--- config.mk ---
export PLATFORM = sky130hd
export DESIGN_NAME = control_escritura_status
export DESIGN_NICKNAME = d
export VERILOG_FILES = /design/src/rtl/rtc_status_pkg.sv /design/src/rtl/detector_cambio.sv /design/src/rtl/control_escritura_status.sv
export SDC_FILE = /design/constraint.sdc
export NUM_CORES = 1
export LEC_CHECK = 0
export BUFFER_PORTS_ARGS = -buffer_cell sky130_fd_sc_hd__buf_4
export CAP_MARGIN = 10
export CORE_UTILIZATION = 35
export CTS_CLUSTER_SIZE = 30
export DETAILED_ROUTE_END_ITERATION = 16
export PLACE_DENSITY = 0.64
export SYNTH_ARGS = -nofsm -noshare
export SYNTH_HDL_FRONTEND = slang
export SYNTH_SLANG_ARGS = --single-unit
export TNS_END_PERCENT = 100
--- constraint.sdc ---
create_clock -name reloj -period 1.5 [get_ports reloj]
set_input_delay 0.225 -clock reloj [delete_from_list [all_inputs] [get_ports reloj]]
set_output_delay 0.225 -clock reloj [all_outputs]
set_load 0.01 [all_outputs]
--- src/rtl/rtc_status_pkg.sv ---
// Shared definitions for the RTC status-write sequencer: FSM encoding,
// requester identifiers, default addresses and the round-robin pick.
package rtc_status_pkg;

    localparam logic [2:0] IDLE       = 3'd0;
    localparam logic [2:0] CARGA      = 3'd1;
    localparam logic [2:0] CAPTURA    = 3'd2;
    localparam logic [2:0] ESPERA_BUS = 3'd3;
    localparam logic [2:0] ESCRIBE    = 3'd4;
    localparam logic [2:0] ESPERA_FIN = 3'd5;

    typedef enum logic {
        REQ_FH    = 1'b0,
        REQ_CRONO = 1'b1
    } req_id_t;

    localparam logic [1:0] MODO_CFG_DEF  = 2'd3;
    localparam logic [7:0] DIR_FH_DEF    = 8'h00;
    localparam logic [7:0] DIR_CRONO_DEF = 8'h00;
    localparam int         TIMEOUT_DEF   = 255;

    // On a tie the requester that was not served last wins.
    function automatic req_id_t arbitrar(input logic    pend_fh,
                                         input logic    pend_cr,
                                         input req_id_t ultimo);
        req_id_t ganador;
        if (pend_fh && pend_cr) begin
            if (ultimo == REQ_FH) begin
                ganador = REQ_CRONO;
            end else begin
                ganador = REQ_FH;
            end
        end else if (pend_fh) begin
            ganador = REQ_FH;
        end else begin
            ganador = REQ_CRONO;
        end
        return ganador;
    endfunction

endpackage

--- src/rtl/detector_cambio.sv ---
// Level-change detector with a sticky pending flag. A change seen on the
// same edge as a clear wins, so no toggle is ever lost.
module detector_cambio (
    input  logic clk,
    input  logic srst,
    input  logic nivel_i,
    input  logic clr_i,
    output logic pend_o
);

    logic nivel_q;
    logic pend_q;
    logic pend_d;

    assign pend_d = (pend_q & ~clr_i) | (nivel_i ^ nivel_q);
    assign pend_o = pend_q;

    always_ff @(posedge clk) begin
        if (srst) begin
            nivel_q <= 1'b0;
            pend_q  <= 1'b0;
        end else begin
            nivel_q <= nivel_i;
            pend_q  <= pend_d;
        end
    end

endmodule

--- src/rtl/control_escritura_status.sv ---
// Arbitrates hour-format and chrono status-write requests, pulses the
// modificar_status enable, captures its byte and drives the RTC bus write.
module control_escritura_status
    import rtc_status_pkg::*;
#(
    parameter logic [7:0] DIR_FH    = DIR_FH_DEF,
    parameter logic [7:0] DIR_CRONO = DIR_CRONO_DEF,
    parameter logic [1:0] MODO_CFG  = MODO_CFG_DEF,
    parameter int         TIMEOUT   = TIMEOUT_DEF
) (
    input  logic       reloj,
    input  logic       resetM,
    input  logic [1:0] Control,
    input  logic       F_H,
    input  logic       act_crono,
    input  logic [7:0] Mod_s,
    input  logic       bus_listo,
    input  logic       bus_fin,
    output logic       enable_status_fh,
    output logic       enable_status_crono,
    output logic [7:0] dir_out,
    output logic [7:0] dato_out,
    output logic       inicio_esc,
    output logic       ocupado,
    output logic       error_to
);

    localparam int              CW         = $clog2(TIMEOUT + 1);
    localparam logic [CW-1:0]   CUENTA_MAX = CW'(TIMEOUT);

    logic [2:0]    estado_q, estado_d;
    req_id_t       sel_q, sel_d;
    req_id_t       ultimo_q, ultimo_d;
    logic [CW-1:0] cuenta_q, cuenta_d;
    logic [7:0]    dir_q, dir_d;
    logic [7:0]    dato_q, dato_d;
    logic          error_q, error_d;

    // Index 0 is the hour-format requester, index 1 the chrono requester.
    logic [1:0] nivel;
    logic [1:0] pend;
    logic [1:0] clr;

    assign nivel = {act_crono, F_H};
    assign clr   = {enable_status_crono, enable_status_fh};

    generate
        for (genvar gi = 0; gi < 2; gi++) begin : g_detector
            detector_cambio u_detector (
                .clk     (reloj),
                .srst    (resetM),
                .nivel_i (nivel[gi]),
                .clr_i   (clr[gi]),
                .pend_o  (pend[gi])
            );
        end
    endgenerate

    always_comb begin
        estado_d = estado_q;
        sel_d    = sel_q;
        ultimo_d = ultimo_q;
        cuenta_d = cuenta_q;
        dir_d    = dir_q;
        dato_d   = dato_q;
        error_d  = error_q;
        case (estado_q)
            IDLE: begin
                if ((Control == MODO_CFG) && (pend != 2'b00)) begin
                    sel_d    = arbitrar(pend[0], pend[1], ultimo_q);
                    estado_d = CARGA;
                end
            end
            CARGA: begin
                ultimo_d = sel_q;
                estado_d = CAPTURA;
            end
            CAPTURA: begin
                dato_d   = Mod_s;
                dir_d    = (sel_q == REQ_FH) ? DIR_FH : DIR_CRONO;
                estado_d = ESPERA_BUS;
            end
            ESPERA_BUS: begin
                if (bus_listo) begin
                    estado_d = ESCRIBE;
                end
            end
            ESCRIBE: begin
                cuenta_d = '0;
                estado_d = ESPERA_FIN;
            end
            ESPERA_FIN: begin
                // A timed-out request is dropped; its pending flag was already cleared.
                if (bus_fin) begin
                    estado_d = IDLE;
                end else if (cuenta_q == CUENTA_MAX) begin
                    error_d  = 1'b1;
                    estado_d = IDLE;
                end else begin
                    cuenta_d = cuenta_q + CW'(1);
                end
            end
            default: begin
                estado_d = IDLE;
            end
        endcase
    end

    always_ff @(posedge reloj) begin
        if (resetM) begin
            estado_q <= IDLE;
            sel_q    <= REQ_FH;
            ultimo_q <= REQ_CRONO;
            cuenta_q <= '0;
            dir_q    <= 8'h00;
            dato_q   <= 8'h00;
            error_q  <= 1'b0;
        end else begin
            estado_q <= estado_d;
            sel_q    <= sel_d;
            ultimo_q <= ultimo_d;
            cuenta_q <= cuenta_d;
            dir_q    <= dir_d;
            dato_q   <= dato_d;
            error_q  <= error_d;
        end
    end

    assign enable_status_fh    = (estado_q == CARGA) && (sel_q == REQ_FH);
    assign enable_status_crono = (estado_q == CARGA) && (sel_q == REQ_CRONO);
    assign inicio_esc          = (estado_q == ESCRIBE);
    assign ocupado             = (estado_q != IDLE);
    assign dir_out             = dir_q;
    assign dato_out            = dato_q;
    assign error_to            = error_q;

endmodule

-- After elaboration in Yosys (flattened, before gate mapping)
Cells that the tools add are included.
- add/sub/neg operators: 1
- eq/ne operators: 12
- mux-type cells: 11
- bitwise operators: 10
- reduce and logical (&&, ||, !) cells: 12
- operators by type and width (kind ; count):
    $pmux W3 S6 ; 1
    $mux W8 ; 2
    $pmux W8 S2 ; 1
    $mux W3 ; 4
    $reduce_and A3 Y1 ; 3
    $add A8 B1 Y8 const B ; 1
    $eq A8 B8 Y1 const B ; 1
    $ne A2 B2 Y1 const B ; 4
    $eq A3 B2 Y1 const B ; 2
    $eq A3 B3 Y1 const B ; 2
    $logic_and A1 B1 Y1 ; 4
    $not A1 Y1 ; 4
    $reduce_bool A2 Y1 ; 2
    $eq A3 B1 Y1 const B ; 1
    $logic_not A3 Y1 ; 1
    $mux W1 ; 3
    $ne A3 B3 Y1 const B ; 1
    $reduce_bool A3 Y1 ; 1
    $and A1 B1 Y1 ; 2
    $eq A2 B2 Y1 const B ; 1
    $or A1 B1 Y1 ; 2
    $reduce_and A2 Y1 ; 1
    $xor A1 B1 Y1 ; 2
- bits in registers: 26
- input port bits: 16
- output and inout port bits: 21

-- Logic depth before layout (Yosys ltp)
Gate-level depths: netlist (run 1).
- word-level depth: 5
- depth in mapped cells: 6

-- Hierarchy
A second synthesis (run 1) with hierarchy kept.
- cells, all modules: 143
- area total of the unflattened synthesis: 1257.5 um^2
- by module, submodules not included (module ; times used ; cells each ; area an instance (um^2) ; seq. area each (um^2)):
    control_escritura_status ; 1 ; 131 ; 1124.8 ; 440.4
    detector_cambio ; 2 ; 6 ; 66.3 ; 40.0

-- Least setup slack after synthesis (run 1)
OpenSTA, ideal clock, no wires.
- path kind: register -> register
- from: reg cuenta_q[0]
- to: reg cuenta_q[5]
- library setup time: 123 ps
- arrival: 1428 ps
- required time: 1377 ps
- slack: -51 ps
- stages on the path, launching flop included: 6
- buffers on the path: 0
- cell sequence: dfxtp_1 -> ha_1 -> nand4_1 -> or2_1 -> and3_1 -> a311o_2
- cells in the longest elaborated chain, start to end: 4
- elaborated cells on any way between the ends: 7
- those cells by class: add/sub (1); eq/ne (2); mux (3); reduce/logical (1)
- ends and longest elaborated chain (what ; RTL line ; text):
    start: declaration ; control_escritura_status.sv:34 ; logic [CW-1:0] cuenta_q, cuenta_d;
    start signal: assignment ; control_escritura_status.sv:122 ; cuenta_q <= cuenta_d;
    $add A8 B1 Y8 ; control_escritura_status.sv:100 ; cuenta_d = cuenta_q + CW'(1);
    $mux W8 ; control_escritura_status.sv:96 ; end else if (cuenta_q == CUENTA_MAX) begin
    $mux W8 ; control_escritura_status.sv:94 ; if (bus_fin) begin
    $pmux W8 S2 ; control_escritura_status.sv:67 ; case (estado_q)
Several ways; a longest one is shown, not always the timed one. The select of a mux whose other input is x is not followed.
A chain may end at the register's enable or synchronous reset.

-- Final worst setup path (run 1)
- from: reg cuenta_q[1]
- to: reg cuenta_q[5]
Same word-level chain as after synthesis.

==> results of run 1 <==
[per-layer routing]
metal,vias to the layer above,track usage
met3,2,0.0368
met4,0,0.0698
met5,-,0
met2,49,0.250
met1,566,0.182
li1,582,-
[what timing repair did]
action | in CTS | in global routing
cloned | 0 | 0
endpoints found under the setup margin | 4 | 13
pin swaps | 1 | 3
gates resized for setup | 5 | 20
setup buffers | 1 | 5
[power by group]
part,internal (mW),switching (mW),total (mW)
clock,0.270,0.212,0.482
sequential,0.747,0.0392,0.786
combinational,0.226,0.213,0.439
total,1.24,0.464,1.71
[cells by family (layout without fill, tap and decap cells)]
| family | after synthesis | after routing | synth area share |
|---|---|---|---|
| compound gates | 26 | 26 | 0.151 |
| xor+xnor | 2 | 2 | 0.0138 |
| fa+ha+maj | 1 | 1 | 0.00984 |
| buf+inv | 18 | 53 | 0.0846 |
| flops | 26 | 26 | 0.409 |
| mux | 10 | 10 | 0.0797 |
| other cells | 1 | 8 | 0.00295 |
| simple gates | 59 | 59 | 0.249 |
[state kept, by name (all words and copies together) (netlist names)]
register and cells:
cuenta_q 8, dato_out 8, estado_q 3, g_detector.u_detector.nivel_q 2, g_detector.u_detector.pend_o 2, error_to 1
sel_q 1, ultimo_q 1
[layout make-up]
cell class | instances | share of cell area
clock inverters | 1 | 0.0172
multi-input cells | 106 | 0.420
inverters | 4 | 0.00860
flip-flops and latches | 26 | 0.307
repair buffers | 45 | 0.202
well taps | 46 | 0.0330
clock buffers | 3 | 0.0129
[worst max-delay path by stage]
stage,startpoint,endpoint,cells past startpoint
3_3_place_gp,cuenta_q[1],cuenta_q[5],5
2_1_floorplan,cuenta_q[0],cuenta_q[5],5
6_report,cuenta_q[1],cuenta_q[5],5
5_1_grt,cuenta_q[1],cuenta_q[2],5
4_1_cts,estado_q[2],enable_status_fh,5
3_5_place_dp,cuenta_q[1],cuenta_q[5],5
[cells in the final DEF, fill, tap and decap left out, types with 2 or more instances in the layout]
cell type / instances
conb_1: 8
nand4_1: 2
buf_6: 4
a21oi_1: 6
clkbuf_4: 3
nor4_1: 2
and3_1: 3
mux2i_1: 9
a31o_2: 2
nor3_1: 2
a31oi_1: 2
nand3_1: 2
nand2b_1: 4
o21ai_0: 2
dfxtp_4: 2
nand2_1: 9
buf_4: 41
nor2b_1: 2
dfxtp_1: 18
nor3b_1: 2
nor2_1: 17
inv_1: 3
nor2_4: 2
dfxtp_2: 6
a311oi_1: 2
[through the flow]
step | utilization | setup TNS [ps]
finish | 0.511 | -1.17
global route | 0.511 | -321
CTS | 0.483 | -5.50
detailed placement | 0.460 | 0
global placement | 0.460 | 0
floorplan | - | 0
==> results by group, run 1 <==
STA
  – Final-layout worst hold slack: 125 ps
  – Final slew viol count: 0
  – Final clock skew: 7.47 ps
  – Final setup vio count: 1
  – PnR worst setup slack: -1.17 ps
  – Maximum clock rate: 666 MHz
  – Final worst-path cycle share: 1.00
  – Final period demand of the worst path: 1500 ps
  – Endpoints failing hold: 0
  – Unrepaired setup endpoints after global routing: true

Drt
  – Average detailed-routed wire length per instance: 12.6 µm
  – Metal2 WL: 1380 µm
  – Number of DRC violations after detailed-routing iteration 0: 53
  – DRC: 0
  – Detailed-route via count: 1199
  – Routed length on met1: 1360 µm
  – Met3 Wirelength: 169 µm
  – Routed via count divided by cell count: 5.19
  – Detailed Routing Iterations Pass 1: 4
  – Top routing layer in use: met4
  – DRT Wirelength: 2920 µm
  – Antenna Violating Nets Remaining: 0

Setup path
  – Cell at the slowest stage of the critical path: dfxtp_4
  – Buffer and inverter count on the worst path: 0
  – Crit path required time: 1720 ps
  – Depth of the most critical reg-to-reg path: 5
  – Worst path max stage delay: 390 ps
  – Type of origin of the critical path: flip-flop
  – Kind of critical path: reg2reg
  – Family with the most delay on the worst path: simple AND/OR/NAND/NOR gates
  – Highest fanout seen on the critical path: 5
  – Critical path, cell by cell: ha_4 > nand4_1 > or2_4 > and3_1 > a311o_2
  – Capturing point of the worst reg2reg path: cuenta_q[5]
  – Data arrival time at the worst-slack endpoint: 1720 ps
  – CP Capture Type: flip-flop
  – Reg-to-reg slack, setup: -1 ps
  – Launch instance of the worst register-to-register path: cuenta_q[1]

Logic synthesis
  – Main flop type after synthesis: dfxtp_1
  – Cell area after technology mapping: 1270 µm²
  – Syn avg cell area: 8.89 µm²
  – Synth area leader: dfxtp_1
  – Yosys synthesis warning count: 0
  – Area share of the largest cell type after synthesis: 0.409
  – Cell count after synthesis: 143
  – Total of flip-flops plus latches after synthesis: 26
  – Most common cell in the synthesized netlist: dfxtp_1
  – Sequential cell area fraction in the yosys report: 0.409
  – Unique cell type count in the Yosys netlist: 47
  – Post-synth EDFFs: 0
  – Leading post-synthesis cells by instance count: dfxtp_1 (26), nor2_1 (19), nand2_1 (10), mux2i_1 (9), buf_4 (8)
  – Top area cells in the synthesized netlist: dfxtp_1 (41%), mux2i_1 (7.1%), nor2_1 (5.6%)
  – Fraction of registers with async set/reset: 0

Final layout
  – Seq. cell area: 536 µm²
  – Final non-filler cell total: 231
  – Nets@finish: 203
  – Area of the multi-input gates: 733 µm²
  – Final cell area excluding filler cells: 1750 µm²
  – Fraction of final layout cells with drive strength greater than 1: 0.416
  – Filler cells: 338
  – Number of antenna diodes: 0
  – Area growth from synthesis to layout: 37.4%

Floorplan
  – DIE HEIGHT: 62.3 µm
  – Core area: 3420 µm²
  – Die span in x: 62.3 µm
  – Number of top-level design ports: 37
  – Total Die Area: 3880 µm²
  – Effective utilization at floorplan: 0.372
  – Standard-cell row count: 21

Clocking
  – H-tree Lvls: 1
  – Clock Tree Root: clkbuf_4
  – Hold buffer count at cts: 0
  – Clock tree from TritonCTS: done
  – Clock sink count: 26
  – TritonCTS Buffers: 3
  – Register clock-pin slew on the reported worst setup and hold paths: 150 ps
  – Clock Latency Late Sink: 320 ps
  – Bufs on Longest Clock Path: 2

Hold path
  – Hold path start: act_crono
  – Sink of the worst hold path: g_detector[1].u_detector.nivel_q
  – Cell count of the worst hold path: 2
  – Worst hold-check path type: in2reg

Global routing
  – Via count of the first global-routing pass: 1107
  – Antenna violations before repair: 0
  – Remaining Overflow, GRT: 0
  – Largest net degree at the start of global routing: 29
  – Global-route wire length before repair: 4730 µm
  – All-layer global routing usage: 0.150

Placement
  – DP Area: 1570 µm²
  – Final estimated routing congestion in global placement: 0.873
  – Number of buffer cells added on primary ports: 28
  – Post-placement cell count: 221
  – Minimum setup slack after placement: 21.1 ps
  – Half-perimeter wire length after detailed placement: 2110 µm

Run
  – Max-cap violation count: 0

Status
  – Violations in the final reports: negative setup slack
  – Status: finished with violations

Power and ir drop
  – Power after layout: 1.71 mW
  – Total power density per cell area: 978 nW/µm²
  – Worst vdd ir: 0.000414 V
  – Leakage power figure: 0.728 nW
Note: power is estimated with default switching activity, not from simulation.
==> inputs of run 2 (changes only) <==
- ABC_CLOCK_PERIOD_IN_PS: default -> 1500
- RECOVER_POWER: default -> 100
- SLEW_MARGIN: default -> 20
==> run 2 against run 1 <==
Compared with the run above: maximum frequency about the same; global-route usage is the same; register-to-register slack hardly changed; clock skew is 1.7 ps higher; highest routed layer unchanged; clock power barely moved; cell count is the same; critical endpoint unchanged; worst hold slack worse by 3.4 ps; the flow still finishes with violations (negative setup slack); critical path depth stayed put.
==> results by group, run 2 (synthesized netlist as in run 1, its figures left out) <==
Placement
  – Final estimated routing congestion in global placement: 0.873
  – Number of buffer cells added on primary ports: 28
  – Minimum setup slack after placement: 21.1 ps
  – Post-placement cell count: 221
  – Half-perimeter wire length after detailed placement: 2110 µm

Clocking
  – Clock tree from TritonCTS: done
  – Hold buffer count at cts: 0
  – Clock Latency Late Sink: 320 ps
  – Bufs on Longest Clock Path: 2
  – Register clock-pin slew on the reported worst setup and hold paths: 150 ps
  – Clock Tree Root: clkbuf_4
  – TritonCTS Buffers: 3
  – H-tree Lvls: 1
  – Clock sink count: 26

Drt
  – Antenna Violating Nets Remaining: 0
  – Detailed-route via count: 1197
  – Routed via count divided by cell count: 5.18
  – Detailed Routing Iterations Pass 1: 4
  – Number of DRC violations after detailed-routing iteration 0: 44
  – Average detailed-routed wire length per instance: 12.6 µm
  – DRC: 0
  – DRT Wirelength: 2910 µm

STA
  – Final worst-path cycle share: 1.00
  – Endpoints failing hold: 0
  – Unrepaired setup endpoints after global routing: true
  – Final clock skew: 9.13 ps
  – Final slew viol count: 0
  – Maximum clock rate: 666 MHz
  – Total Neg Setup Slack: -2.25 ps
  – Final period demand of the worst path: 1500 ps
  – PnR worst setup slack: -2.25 ps
  – Final setup vio count: 1
  – Final-layout worst hold slack: 121 ps

Global routing
  – Largest net degree at the start of global routing: 29
  – Antenna violations before repair: 0
  – Remaining Overflow, GRT: 0
  – Via count of the first global-routing pass: 1107
  – Global-route wire length before repair: 4730 µm
  – All-layer global routing usage: 0.150

Status
  – Violations in the final reports: negative setup slack
  – Status: finished with violations

Final layout
  – Fraction of final layout cells with drive strength greater than 1: 0.384
  – Area growth from synthesis to layout: 34.9%
  – Seq. cell area: 536 µm²
  – Post-Route Utilization: 0.502
  – Final non-filler cell total: 231
  – Filler cells: 342
  – Nets@finish: 203
  – Number of antenna diodes: 0
  – Most frequent standard cell in the layout excluding fill and tap cells: buf_4
  – Most frequent cells in the layout: buf_4 (34), dfxtp_1 (18), nor2_1 (17)
  – Area of the multi-input gates: 727 µm²

Floorplan
  – Standard-cell row count: 21
  – Core area: 3420 µm²
  – DIE HEIGHT: 62.3 µm
  – Total Die Area: 3880 µm²
  – Die span in x: 62.3 µm
  – Effective utilization at floorplan: 0.372
  – Number of top-level design ports: 37

Power and ir drop
  – Worst vdd ir: 0.000413 V
  – Total power density per cell area: 984 nW/µm²
  – Leakage power figure: 0.700 nW

Setup path
  – Type of origin of the critical path: flip-flop
  – Crit path required time: 1720 ps
  – Highest fanout seen on the critical path: 5
  – Data arrival time at the worst-slack endpoint: 1720 ps
  – CP Capture Type: flip-flop
  – Kind of critical path: reg2reg

Run
  – Max-cap violation count: 0

Hold path
  – Worst hold-check path type: in2reg
[run 2: changes by cell type in the layout (fill, tap and decap cells not counted), sizes merged]
| cell | previous run | this run |
|---|---|---|
| buf | 45 | 38 |
| clkbuf | 3 | 10 |
[run 2: stage by stage]
stage | instance area [µm²] | total power, mW
floorplan | 1310 | 1.04
global placement | 1570 | 1.17
detailed placement | 1570 | 1.18
CTS | 1650 | 1.68
global route | 1720 | 1.78
finish | 1720 | 1.69
[run 2: critical path, stage by stage (launching register included)]
cell	delay (ps)
dfxtp_4	390
ha_4	130
nand4_1	160
or2_4	290
and3_1	140
a311o_2	300
[run 2: final cells by class]
cell class,count,area share
Clock inverter,1,0.0175
Tap cell,46,0.0336
Clock buffer,3,0.0131
Sequential cell,26,0.312
Multi-Input combinational cell,106,0.424
Inverter,4,0.00875
Timing Repair Buffer,45,0.191
[run 2: per-layer routing]
| layer | vias to the layer above | GRT usage | share of wire |
|---|---|---|---|
| met4 | 0 | 0.0698 | 0.0045 |
| met5 | - | 0 | 0 |
| li1 | 580 | - | - |
| met2 | 47 | 0.250 | 0.47 |
| met1 | 568 | 0.182 | 0.46 |
| met3 | 2 | 0.0368 | 0.056 |
[run 2: what timing repair did]
action,4_1_cts,5_1_grt
pin swaps,1,3
buffers inserted,1,5
endpoints found under the hold margin,0,0
resized for setup,5,20
endpoints found under the setup margin,4,13
[run 2: power by group]
group	internal (mW)	switching, mW
clock network	0.270	0.214
registers	0.747	0.0387
logic	0.208	0.209
[run 2: path summary, 6_finish.rpt]
path	start	end	depth (start not counted)	slack, ps
worst max register to register	cuenta_q[1]	cuenta_q[5]	5	-2
worst min register to register	ultimo_q	ultimo_q	2	480
worst max-delay path	cuenta_q[1]	cuenta_q[5]	5	-2
worst min-delay path	act_crono	g_detector[1].u_detector.nivel_q	2	120
